**config.mk**
```make
export PLATFORM = sky130hd
export DESIGN_NAME = image_downsampler_2x2
export DESIGN_NICKNAME = d
export VERILOG_FILES = /design/src/rtl/downsample_pkg.sv /design/src/rtl/image_downsampler_2x2_box_accumulator.sv /design/src/rtl/image_downsampler_2x2.sv
export SDC_FILE = /design/constraint.sdc
export NUM_CORES = 1
export LEC_CHECK = 0
export ABC_CLOCK_PERIOD_IN_PS = 6900
export CAP_MARGIN = 0
export CORE_ASPECT_RATIO = 0.5
export CORE_MARGIN = 8
export CORE_UTILIZATION = 60
export CTS_BUF_LIST = sky130_fd_sc_hd__clkbuf_16
export DETAILED_ROUTE_END_ITERATION = 12
export PLACE_DENSITY = 0.85
export SYNTH_ARGS = -nofsm -noshare
export SYNTH_HDL_FRONTEND = slang
export SYNTH_HIERARCHICAL = 1
export SYNTH_SLANG_ARGS = --single-unit
```
**constraint.sdc**
```tcl
create_clock -name clk -period 6.9 [get_ports clk]
set_input_delay 0.69 -clock clk [delete_from_list [all_inputs] [get_ports clk]]
set_output_delay 0.69 -clock clk [all_outputs]
set_load 0.02 [all_outputs]
```
**src/rtl/downsample_pkg.sv**
```systemverilog
// Shared defaults, FSM encoding and read-tag type
// for the 2x2 box-average image downsampler.
package downsample_pkg;

    localparam int DEF_IMG_W  = 256;
    localparam int DEF_IMG_H  = 256;
    localparam int DEF_DATA_W = 8;
    localparam int DEF_SRC_AW = 16;
    localparam int DEF_DST_AW = 14;
    localparam int DEF_RD_LAT = 2;

    typedef enum logic [1:0] {
        IDLE   = 2'd0,
        ISSUE  = 2'd1,
        DRAIN  = 2'd2,
        FINISH = 2'd3
    } ds_state_t;

    typedef struct packed {
        logic       valid;
        logic [1:0] p;
    } rd_tag_t;

endpackage

```
**src/rtl/image_downsampler_2x2_box_accumulator.sv**
```systemverilog
// Sums the four pixels of one 2x2 block as they return from the DRAM
// and emits the rounded average on the fourth.
module box_accumulator
    import downsample_pkg::*;
#(
    parameter int DATA_W = DEF_DATA_W
)(
    input  logic              clk,
    input  logic              rst,
    input  logic              tag_valid,
    input  logic [1:0]        tag_p,
    input  logic [DATA_W-1:0] pix,
    output logic [DATA_W-1:0] avg,
    output logic              avg_valid
);

    localparam int ACC_W = DATA_W + 2;

    logic [ACC_W-1:0] acc;
    logic [ACC_W-1:0] sum;
    logic [ACC_W-1:0] rnd;

    // Four DATA_W pixels plus the rounding constant never exceed ACC_W bits.
    assign sum = acc + ACC_W'(pix);
    assign rnd = sum + ACC_W'(2);

    always_ff @(posedge clk or posedge rst) begin
        if (rst) begin
            acc       <= '0;
            avg       <= '0;
            avg_valid <= 1'b0;
        end else begin
            avg_valid <= 1'b0;
            if (tag_valid) begin
                unique case (tag_p)
                    2'd0: acc <= ACC_W'(pix);
                    2'd1,
                    2'd2: acc <= sum;
                    default: begin
                        avg       <= rnd[ACC_W-1:2];
                        avg_valid <= 1'b1;
                    end
                endcase
            end
        end
    end

endmodule

```
**src/rtl/image_downsampler_2x2.sv**
```systemverilog
// Frame sequencer for the 2x2 downsampler: walks the source image in
// block order, tracks read latency with a tag line, writes raster results.
module image_downsampler_2x2
    import downsample_pkg::*;
#(
    parameter int IMG_W  = DEF_IMG_W,
    parameter int IMG_H  = DEF_IMG_H,
    parameter int DATA_W = DEF_DATA_W,
    parameter int SRC_AW = DEF_SRC_AW,
    parameter int DST_AW = DEF_DST_AW,
    parameter int RD_LAT = DEF_RD_LAT
)(
    input  logic              clk,
    input  logic              rst,
    input  logic              start,
    output logic [SRC_AW-1:0] src_addr,
    input  logic [DATA_W-1:0] src_data,
    output logic [DST_AW-1:0] dst_addr,
    output logic [DATA_W-1:0] dst_data,
    output logic              dst_wen,
    output logic              busy,
    output logic              done
);

    localparam int XW = $clog2(IMG_W);
    localparam int YW = $clog2(IMG_H);

    // Dimensions are powers of two, so the last block index is all ones.
    localparam logic [XW-2:0] OX_LAST = '1;
    localparam logic [YW-2:0] OY_LAST = '1;

    ds_state_t state, state_n;

    logic [XW-2:0]     ox;
    logic [YW-2:0]     oy;
    logic [1:0]        p;
    logic [DST_AW-1:0] wr_cnt;

    rd_tag_t iss_tag;
    rd_tag_t tag_sr [RD_LAT];
    rd_tag_t out_tag;

    logic issue;
    logic last_rd;
    logic pipe_empty;
    logic fire;

    assign issue   = (state == ISSUE);
    assign last_rd = issue && (p == 2'd3) && (ox == OX_LAST) && (oy == OY_LAST);
    assign out_tag = tag_sr[RD_LAT-1];
    assign fire    = out_tag.valid && (out_tag.p == 2'd3);
    assign busy    = issue || (state == DRAIN);
    assign done    = (state == FINISH);

    always_comb begin
        pipe_empty = !iss_tag.valid;
        for (int i = 0; i < RD_LAT; i++) begin
            if (tag_sr[i].valid) pipe_empty = 1'b0;
        end
    end

    always_ff @(posedge clk or posedge rst) begin
        if (rst) state <= IDLE;
        else     state <= state_n;
    end

    always_comb begin
        state_n = state;
        unique case (state)
            IDLE:    if (start) state_n = ISSUE;
            ISSUE:   if (last_rd) state_n = DRAIN;
            DRAIN:   if (pipe_empty) state_n = FINISH;
            FINISH:  state_n = IDLE;
            default: state_n = IDLE;
        endcase
    end

    // Address {2*oy+p[1], 2*ox+p[0]} is a plain bit interleave of the counters.
    always_ff @(posedge clk or posedge rst) begin
        if (rst) begin
            ox       <= '0;
            oy       <= '0;
            p        <= '0;
            src_addr <= '0;
            iss_tag  <= '0;
        end else begin
            iss_tag <= '{valid: issue, p: p};
            if ((state == IDLE) && start) begin
                ox <= '0;
                oy <= '0;
                p  <= '0;
            end else if (issue) begin
                src_addr <= SRC_AW'({oy, p[1], ox, p[0]});
                p        <= p + 2'd1;
                if (p == 2'd3) begin
                    ox <= ox + 1'b1;
                    if (ox == OX_LAST) oy <= oy + 1'b1;
                end
            end
        end
    end

    // The tag emerges exactly when src_data for its address is valid.
    always_ff @(posedge clk or posedge rst) begin
        if (rst) begin
            for (int i = 0; i < RD_LAT; i++) tag_sr[i] <= '0;
        end else begin
            tag_sr[0] <= iss_tag;
            for (int i = 1; i < RD_LAT; i++) tag_sr[i] <= tag_sr[i-1];
        end
    end

    always_ff @(posedge clk or posedge rst) begin
        if (rst) begin
            wr_cnt   <= '0;
            dst_addr <= '0;
        end else begin
            if ((state == IDLE) && start) begin
                wr_cnt <= '0;
            end else if (fire) begin
                dst_addr <= wr_cnt;
                wr_cnt   <= wr_cnt + 1'b1;
            end
        end
    end

    box_accumulator #(
        .DATA_W(DATA_W)
    ) u_acc (
        .clk      (clk),
        .rst      (rst),
        .tag_valid(out_tag.valid),
        .tag_p    (out_tag.p),
        .pix      (src_data),
        .avg      (dst_data),
        .avg_valid(dst_wen)
    );

endmodule

```
==> results of run 1 <==
[area by class of cell]
type,count,area share [%]
clock buffers,9,4.36
multi-input cells,269,37.8
flip-flops and latches,90,43.6
well taps,92,2.23
clock inverters,6,1.19
inverters,12,0.871
repair buffers,52,10.0
[cells by family after synthesis]
group,count (synthesis),share of synthesized area [%]
AND/OR/NAND/NOR,123,14.4
flip-flops,90,52.3
AO/OA/AOI/OAI,54,8.19
multiplexers,42,10.8
XOR/XNOR,31,6.30
buffers and inverters,25,2.38
adder cells (fa/ha/maj),19,5.69
[worst paths after layout]
kind / startpoint / endpoint / slack, ns / cells after the start
max in group asynchronous: rst / ox[1] / 5.33 / 3
setup / recovery: state[1] / state[1] / 3.66 / 6
min in group asynchronous: rst / u_acc/avg[7] / 0.88 / 2
setup reg to reg: state[1] / state[1] / 3.66 / 6
hold reg to reg: tag_sr[3] / out_tag[0] / 0.35 / 0
hold / removal: tag_sr[3] / out_tag[0] / 0.35 / 0
[critical path, delay by kind of cell, from the launching register on]
kind / cells / cell delay, ns
simple gates: 2 / 0.77
flops: 1 / 0.42
fa+ha+maj: 1 / 0.85
buf+inv: 1 / 0.11
compound gates: 1 / 0.65
mux: 1 / 0.32
[power groups by stage]
stage / Clock, uW / Sequential [uW] / Combinational, uW
3_5_place_dp: 0 / 764 / 938
2_1_floorplan: 0 / 824 / 574
4_1_cts: 482 / 757 / 944
6_report: 471 / 756 / 943
3_3_place_gp: 0 / 752 / 901
5_1_grt: 502 / 774 / 1020
[sequential cells by signal, summed over array words and instances (netlist names)]
name,count
oy,7
out_tag,3
u_acc/acc,10
wr_cnt,14
state,2
iss_tag,3
dst_addr,14
u_acc/avg,8
tag_sr,3
u_acc/avg_valid,1
src_addr,16
ox,7
p,2
[placed cells by master (no fill, tap or decap), drive strengths merged, types with 2 or more instances in the layout]
cell	instances
nand2	32
and3	3
mux2i	9
a31oi	3
ha	18
xor2	12
a21oi	12
mux2	33
nor3	8
xnor2	19
and4	2
nand2b	2
nor4	5
o31ai	4
clkdlybuf4s50	51
nand4	7
o21ai	20
o21a	2
nand3	17
and2	2
o211ai	2
dfrtp	90
or3	4
nor2	38
inv	14
a41o	3
clkinvlp	2
clkbuf	9
[metal layers]
layer	track usage (%)	vias to the layer above	routed length (um)
met4	4.24	0	54
met1	21.0	1521	3920
met5	0	-	0
met2	32.2	58	4780
met3	5.66	8	378
li1	-	1453	-
[per-stage QoR]
stage,cells,worst slack [ns],hold slack (ns),area (um^2)
3_5_place_dp,515,3.48,0.335,4880
2_1_floorplan,384,4.21,0.331,4310
6_report,530,3.66,0.354,5170
3_3_place_gp,515,3.62,0.332,4880
4_1_cts,530,3.67,0.357,5170
5_1_grt,530,3.41,0.377,5170
==> impl_metrics.json, run 1 <==
{
  "cts_buffers": 9,
  "pwr-share-seq_pct": 34.8,
  "cp-end-kind": "flip-flop",
  "finalSetupTns_ns": 0,
  "grt_pass1_wl_mm": 15.3,
  "async_flop_share_pct": 100,
  "die_y_um": 75.9,
  "clock_skew_ns": 0.00806,
  "drv_slew": 0,
  "synth.most_common_cell": "dfrtp_1",
  "finalNetCount": 464,
  "worstSetupStartpointType": "flip-flop",
  "synth.yosys.seq_area_share_pct": 52.3,
  "hold_viol": 0,
  "clockBufferDepth": 2,
  "pwr-share-clk_pct": 21.7,
  "start_util_pct": 63.3,
  "final.period_utilization_pct": 46.9,
  "synthToLayoutAreaGrowth_pct": 20.0,
  "p_int_uw": 1360,
  "synth-edff-count": 0,
  "n_fill_cell": 470,
  "rsz0062_at_grt": "no",
  "p_leak_uw": 0.00235,
  "antenna-diode-count": 0,
  "path_clk_slew_ns": 0.06,
  "yosys-top-cells-area": "dfrtp_1 (52%), mux2_2 (8.4%), ha_1 (5.2%)",
  "syn_area_um2": 4310,
  "insertion_delay_ns": 0.34,
  "cts_sinks": 90,
  "drc": 0,
  "vias": 3040,
  "grt_pass1_vias": 3144,
  "slew-limit-headroom_pct": 25.3,
  "regArea_um2": 2250,
  "synthesis.nets": 414,
  "synth.distinct_cells": 47,
  "core-area_um2": 6810,
  "synth_common_cells": "dfrtp_1 (90), nor2_1 (38), mux2_2 (32), nand2_1 (31), o21ai_0 (20)",
  "place_congestion": 0.825,
  "cp.required_ns": 7.12,
  "avgSynthCellArea_um2": 11.2,
  "path_max_fanout": 24,
  "vias_per_cell": 5.74,
  "synth_top_area_share_pct": 52.3,
  "final_layout_size_suffix_gt1_share_pct": 13.5,
  "switching_share_pct": 37.4,
  "die_w_um": 136,
  "placementRows": 21,
  "status": "finished, final reports clean",
  "wl_per_cell_um": 17.2,
  "overflow": 0,
  "crit_path_top_delay_cell": "ha_1",
  "worst-setup-path-type": "flip-flop to flip-flop",
  "hold_class": "flip-flop to flip-flop",
  "switching_power_uw": 811,
  "worstPathArrival_ns": 3.46,
  "synth_top_area_cell": "dfrtp_1",
  "worst_slew_pin_slew_ns": 1.12,
  "cts_tree": "yes",
  "cpPeakStageDelay_ns": 0.85,
  "peakVddDrop_uv": 202,
  "path_cells": "inv_1 > ha_1 > nand4_1 > o41ai_2 > nand3_2 > mux2_4",
  "fin_util_pct": 76.0,
  "ys_seq_elements": 90,
  "fin_crit_ns": 3.24,
  "setup_viol": 0,
  "syn_inst": 384,
  "drt_first_pass_iters": 4,
  "die_area_um2": 10300,
  "drtIter0Drc": 183,
  "cap_violations": 0,
  "hold_buffers": 0,
  "cts_max_level": 3,
  "power_uw": 2170,
  "post_cts_resize_count": 0,
  "yosys_warnings": 6,
  "track_usage_pct": 18.2,
  "max_freq_ghz": 0.309,
  "combPwrFrac_pct": 43.5,
  "grt_max_degree": 72,
  "cts_root_buffer": "clkbuf_16",
  "dp_hpwl_mm": 6.39,
  "multiInputGateArea_um2": 1950,
  "power_density_nw_per_um2": 420,
  "port_buffers": 51,
  "antenna_found_initial": 0,
  "ios": 52,
  "routed_wl_mm": 9.13,
  "ys.flop_type": "dfrtp_1",
  "drtAntennaViolNets": 0,
  "postCtsSetupBuffers": 0
}
Note: power is estimated with default switching activity, not from simulation.
==> run 2, diff against run 1 <==
--- a/config.mk
+++ b/config.mk
@@ -5,14 +5,14 @@
 export SDC_FILE = /design/constraint.sdc
 export NUM_CORES = 1
 export LEC_CHECK = 0
-export ABC_CLOCK_PERIOD_IN_PS = 6900
+export ABC_CLOCK_PERIOD_IN_PS = 2700
 export CAP_MARGIN = 0
 export CORE_ASPECT_RATIO = 0.5
 export CORE_MARGIN = 8
-export CORE_UTILIZATION = 60
+export CORE_UTILIZATION = 50
 export CTS_BUF_LIST = sky130_fd_sc_hd__clkbuf_16
 export DETAILED_ROUTE_END_ITERATION = 12
-export PLACE_DENSITY = 0.85
+export PLACE_DENSITY = 0.76
 export SYNTH_ARGS = -nofsm -noshare
 export SYNTH_HDL_FRONTEND = slang
 export SYNTH_HIERARCHICAL = 1
==> constraint.sdc (replaced) <==
create_clock -name clk -period 2.7 [get_ports clk]
set_input_delay 0.27 -clock clk [delete_from_list [all_inputs] [get_ports clk]]
set_output_delay 0.27 -clock clk [all_outputs]
set_load 0.02 [all_outputs]
==> impl_metrics.json, run 2 (synthesis results as in run 1) <==
{
  "finalNetCount": 485,
  "crit_path_top_delay_cell": "fa_1",
  "vias": 3022,
  "dp_hpwl_mm": 6.20,
  "drtAntennaViolNets": 0,
  "n_fill_cell": 691,
  "hold_viol": 0,
  "startpoint": "u_acc/acc[0]",
  "die_y_um": 81.6,
  "finalWorstSetupSlack_ns": 0.250,
  "track_usage_pct": 15.6,
  "drc": 0,
  "top_register": "src_addr",
  "reg_top3": "src_addr: 16 flops, dst_addr: 14 flops, wr_cnt: 14 flops",
  "die_area_um2": 12000,
  "cpMostUsedCell": "ha_1",
  "whs_path_depth": 0,
  "worst_slew_pin_slew_ns": 0.763,
  "worst-setup-path-type": "flip-flop to flip-flop",
  "ios": 52,
  "slew-limit-headroom_pct": 49.1,
  "worstPathArrival_ns": 2.69,
  "antenna-diode-count": 0,
  "crit_buf_inv": 0,
  "dp.cells": 561,
  "routed_wl_mm": 8.55,
  "fin_area_um2": 5350,
  "final_layout_size_suffix_gt1_share_pct": 17.8,
  "cts_max_level": 3,
  "wl_per_cell_um": 14.8,
  "placementRows": 24,
  "cts_buffers": 9,
  "final_common_cell": "dfrtp_1",
  "core-area_um2": 8530,
  "drtIter0Drc": 153,
  "worstSetupStartpointType": "flip-flop",
  "antenna_found_initial": 0,
  "cts_sinks": 90,
  "clock_skew_ns": 0.00799,
  "rsz0062_at_grt": "no",
  "cts_root_buffer": "clkbuf_16",
  "path_max_fanout": 3,
  "final.period_utilization_pct": 90.7,
  "path_delay_family": "adder cells",
  "cp.required_ns": 2.94,
  "p_leak_uw": 0.00245,
  "drv_slew": 0,
  "cts_tree": "yes",
  "peakVddDrop_uv": 507,
  "dpl_cell_area_um2": 5070,
  "cap_violations": 0,
  "r2r_cells": 8,
  "grt_pass1_wl_mm": 15.0,
  "start_util_pct": 50.5,
  "vias_per_cell": 5.24,
  "largest_reg_flops": 16,
  "final_cells": 577,
  "setup_viol": 0,
  "path_cells": "ha_1 > fa_1 > xor2_1 > ha_1 > nor3b_1 > nand4_1 > o31a_1 > o31ai_1",
  "max_freq_ghz": 0.408,
  "hold_class": "flip-flop to flip-flop",
  "clockBufferDepth": 2,
  "synthToLayoutAreaGrowth_pct": 24.2,
  "grt_pass1_vias": 3170,
  "port_buffers": 51,
  "path_clk_slew_ns": 0.07,
  "power_density_nw_per_um2": 1060,
  "overflow": 0,
  "post_cts_resize_count": 0,
  "postCtsSetupBuffers": 0,
  "place_congestion": 0.824,
  "power_uw": 5680,
  "hold_buffers": 0,
  "fin_crit_ns": 2.45,
  "final_cell_mix": "dfrtp_1 (90), clkdlybuf4s50_1 (51), nor2_1 (38)",
  "drt_first_pass_iters": 4,
  "die_w_um": 147,
  "cpPeakStageDelay_ns": 0.41,
  "status": "finished, final reports clean",
  "cp_num_cells": 8,
  "dp_slack_ns": -0.0673,
  "grt_max_degree": 32,
  "insertion_delay_ns": 0.34,
  "cp-end-kind": "flip-flop",
  "min_from": "iss_tag[0]",
  "rr_startpoint": "u_acc/acc[0]",
  "timing.hold.ws_ns": 0.353
}
[run 2: cell types whose count changed in the layout (fill, tap and decap cells not counted)]
cell,change
buf_4,+21
clkinv_1,+1
inv_1,-2
inv_6,+3
clkinvlp_4,-1
clkinv_2,+1
bufinv_16,-1
[run 2: final cells by class]
class	count	area (um^2)	share of cell area, %
repair buffers	73	676	12.6
clock buffers	9	225	4.21
multi-input cells	269	1950	36.5
flip-flops and latches	90	2250	42.1
clock inverters	7	51.3	0.959
well taps	117	146	2.74
inverters	12	45.0	0.842
[run 2: metrics by stage]
stage / setup TNS (ns) / util [%]
3_3_place_gp: -0.0377 / 59.5
6_report: 0 / 62.7
3_5_place_dp: -0.104 / 59.5
4_1_cts: 0 / 62.7
2_1_floorplan: 0 / -
5_1_grt: 0 / 62.7
[run 2: final timing paths]
kind,end,slack (ns)
max,u_acc/avg[7],0.25
min,tag_sr[3],0.35
max reg2reg,u_acc/avg[7],0.25
min reg2reg,tag_sr[3],0.35
max in group asynchronous,out_tag[2],1.63
min in group asynchronous,dst_addr[4],0.39
[run 2: where the power goes]
group	leakage, uW	total [uW]	switching (uW)	internal (uW)
Clock	0.000134	1170	536	630
Combinational	0.00114	2600	1350	1250
Sequential	0.00118	1920	218	1700
[run 2: metal layers]
layer / up-vias / part of all wire (%) / wire, um / track usage [%]
li1: 1496 / - / - / -
met1: 1473 / 47 / 4050 / 18.4
met2: 42 / 47 / 4030 / 26.7
met3: 11 / 4.1 / 351 / 5.28
met4: 0 / 1.3 / 111 / 5.25
met5: - / 0 / 0 / 0
==> run 3, diff against run 2 <==
--- a/config.mk
+++ b/config.mk
@@ -5,11 +5,12 @@
 export SDC_FILE = /design/constraint.sdc
 export NUM_CORES = 1
 export LEC_CHECK = 0
+export ABC_AREA = 1
 export ABC_CLOCK_PERIOD_IN_PS = 2700
 export CAP_MARGIN = 0
 export CORE_ASPECT_RATIO = 0.5
 export CORE_MARGIN = 8
-export CORE_UTILIZATION = 50
+export CORE_UTILIZATION = 51
 export CTS_BUF_LIST = sky130_fd_sc_hd__clkbuf_16
 export DETAILED_ROUTE_END_ITERATION = 12
 export PLACE_DENSITY = 0.76
==> constraint.sdc (replaced) <==
create_clock -name clk -period 2.7 [get_ports clk]
set_input_delay 0.54 -clock clk [delete_from_list [all_inputs] [get_ports clk]]
set_output_delay 0.54 -clock clk [all_outputs]
set_load 0.02 [all_outputs]
==> impl_metrics.json, run 3 <==
{
  "avgSynthCellArea_um2": 8.59,
  "worst-setup-path-type": "primary input to flip-flop",
  "busiest_layer": "met2",
  "synth.most_common_cell": "nand2_1",
  "path_max_fanout": 3,
  "dp_hpwl_mm": 7.36,
  "grt_pass1_vias": 3617,
  "multiInputGateArea_um2": 2070,
  "cts_sinks": 90,
  "worst_slew_pin_slew_ns": 0.780,
  "p_int_uw": 3680,
  "pwr-share-seq_pct": 32.6,
  "grt_max_degree": 30,
  "p_leak_uw": 0.00274,
  "crit_path_top_delay_cell": "clkdlybuf4s50_1",
  "wl_per_cell_um": 13.7,
  "final_common_cell": "nand2_1",
  "regArea_um2": 2250,
  "clock_skew_ns": 0.00596,
  "finalNetCount": 630,
  "drt_first_pass_iters": 4,
  "final_cell_mix": "nand2_1 (146), dfrtp_1 (90), inv_1 (54)",
  "dpl_cell_area_um2": 5310,
  "drtIter0Drc": 175,
  "power_uw": 6250,
  "largest_reg_flops": 16,
  "routed_wl_mm": 9.92,
  "crit_buf_inv": 1,
  "cts_buffers": 9,
  "path_cells": "clkdlybuf4s50_1 > ha_1 > fa_1 > xor2_1 > ha_1 > nand3_1 > nor2_1 > nand2_1 > nor2_2 > nand3_1 > nand3_1 > nand2_1",
  "n_fill_cell": 742,
  "antenna-diode-count": 0,
  "reg_top3": "src_addr: 16 flops, dst_addr: 14 flops, wr_cnt: 14 flops",
  "synthToLayoutAreaGrowth_pct": 21.6,
  "cap_violations": 0,
  "drc": 0,
  "insertion_delay_ns": 0.34,
  "overflow": 0,
  "syn_inst": 537,
  "post_cts_resize_count": 0,
  "synth.distinct_cells": 39,
  "combPwrFrac_pct": 47.1,
  "worstPathArrival_ns": 2.71,
  "clockBufferDepth": 2,
  "fin_util_pct": 64.2,
  "fin_crit_ns": 2.47,
  "cts_tree": "yes",
  "cts_root_buffer": "clkbuf_16",
  "vias": 3664,
  "yosys-top-cells-area": "dfrtp_1 (49%), nand2_1 (12%), ha_1 (4.9%)",
  "final_layout_size_suffix_gt1_share_pct": 11.9,
  "cpPeakStageDelay_ns": 0.43,
  "grt_pass1_wl_mm": 17.1,
  "hold_viol": 0,
  "placementRows": 24,
  "antenna_found_initial": 0,
  "synthesis.nets": 567,
  "cp-end-kind": "flip-flop",
  "rsz0062_at_grt": "no",
  "die_y_um": 83.2,
  "power_density_nw_per_um2": 1110,
  "core-area_um2": 8740,
  "drv_slew": 0,
  "top_register": "src_addr",
  "synth_top_area_cell": "dfrtp_1",
  "met1_usage_pct": 20.5,
  "yosys_warnings": 6,
  "setup_viol": 0,
  "grt.met3_usage_pct": 5.09,
  "max_freq_ghz": 0.404,
  "drtAntennaViolNets": 0,
  "track_usage_pct": 16.8,
  "grtUsageMet2_pct": 27.6,
  "pwr-share-clk_pct": 20.3,
  "die_area_um2": 12500,
  "path_clk_slew_ns": 0.07,
  "vias_per_cell": 5.07,
  "slew-limit-headroom_pct": 47.9,
  "fin_area_um2": 5610,
  "synth_common_cells": "nand2_1 (146), dfrtp_1 (90), inv_1 (55), nor2_1 (51), nand3_1 (39)",
  "ios": 52,
  "final.period_utilization_pct": 91.6,
  "ys_seq_elements": 90,
  "path_delay_family": "adder cells",
  "start_util_pct": 52.8,
  "place_congestion": 0.859,
  "worstSetupStartpointType": "primary input",
  "synth.yosys.seq_area_share_pct": 48.8,
  "switching_share_pct": 41.0,
  "syn_area_um2": 4610,
  "async_flop_share_pct": 100,
  "cpMostUsedCell": "nand3_1",
  "synth-edff-count": 0,
  "postCtsSetupBuffers": 0,
  "status": "finished, final reports clean",
  "port_buffers": 51,
  "hold_class": "flip-flop to flip-flop",
  "cts_max_level": 3,
  "synth_top_area_share_pct": 48.8,
  "switching_power_uw": 2570,
  "hold_buffers": 0,
  "peakVddDrop_uv": 553,
  "cp.required_ns": 2.94,
  "ys.flop_type": "dfrtp_1",
  "die_w_um": 150
}
run 3: cell types whose count changed in the layout (fill, tap and decap cells not counted), sizes merged, moves of 5 or more:
cell	previous run	this run
inv	15	60
a21oi	12	30
xnor2	19	0
nand2	32	152
mux2i	9	0
xor2	12	3
nand3	17	43
mux2	33	10
nor2	38	60
buf	22	11
o21ai	20	32
nor4	5	0
run 3: final cells by class:
cell class / instances / share of cell area, %
tap: 117 / 2.61
timing repair buffer: 62 / 11.0
multi-input combinational: 379 / 36.9
sequential: 90 / 40.2
clock inverter: 7 / 1.34
inverter: 58 / 3.93
clock buffer: 9 / 4.02
run 3: final timing paths:
| path | slack, ns | to | cells after the start | startpoint |
|---|---|---|---|---|
| hold reg to reg | 0.35 | tag_sr[3] | 0 | iss_tag[0] |
| setup / recovery | 0.23 | u_acc/avg[7] | 12 | src_data[0] |
| min in group asynchronous | 0.60 | dst_addr[9] | 2 | rst |
| max in group asynchronous | 1.51 | u_acc/avg[3] | 2 | rst |
| hold / removal | 0.35 | tag_sr[3] | 0 | iss_tag[0] |
| setup reg to reg | 0.49 | u_acc/avg[7] | 11 | u_acc/acc[0] |
run 3: metrics by stage:
step | std cells | hold slack (ns) | TNS, ns | setup WS [ns]
2_1_floorplan | 537 | 0.331 | 0 | 0.296
3_5_place_dp | 706 | 0.341 | -0.229 | -0.143
3_3_place_gp | 706 | 0.333 | -0.0770 | -0.0630
6_report | 722 | 0.352 | 0 | 0.226
5_1_grt | 722 | 0.357 | 0 | 0.00162
4_1_cts | 722 | 0.356 | 0 | 0.233
run 3: power by group through the flow:
| stage | registers [uW] | clock network, uW | logic (uW) |
|---|---|---|---|
| floorplan | 2240 | 0 | 1730 |
| global placement | 2040 | 0 | 2880 |
| detailed placement | 2060 | 0 | 2940 |
| CTS | 2040 | 1310 | 2960 |
| global route | 2090 | 1350 | 3290 |
| finish | 2040 | 1270 | 2950 |
run 3: logic make-up after synthesis:
group | Yosys count | synth area share [%]
simple gates | 273 | 27.1
flops | 90 | 48.8
compound gates | 74 | 9.47
buf+inv | 68 | 6.29
fa+ha+maj | 19 | 5.32
mux | 10 | 2.44
xor+xnor | 3 | 0.570
run 3: metal layers:
metal | up-vias | part of all wire [%] | wire length (um)
met4 | 0 | 1.4 | 138
li1 | 1873 | - | -
met1 | 1703 | 46 | 4520
met3 | 13 | 5.5 | 541
met2 | 75 | 48 | 4720
met5 | - | 0 | 0
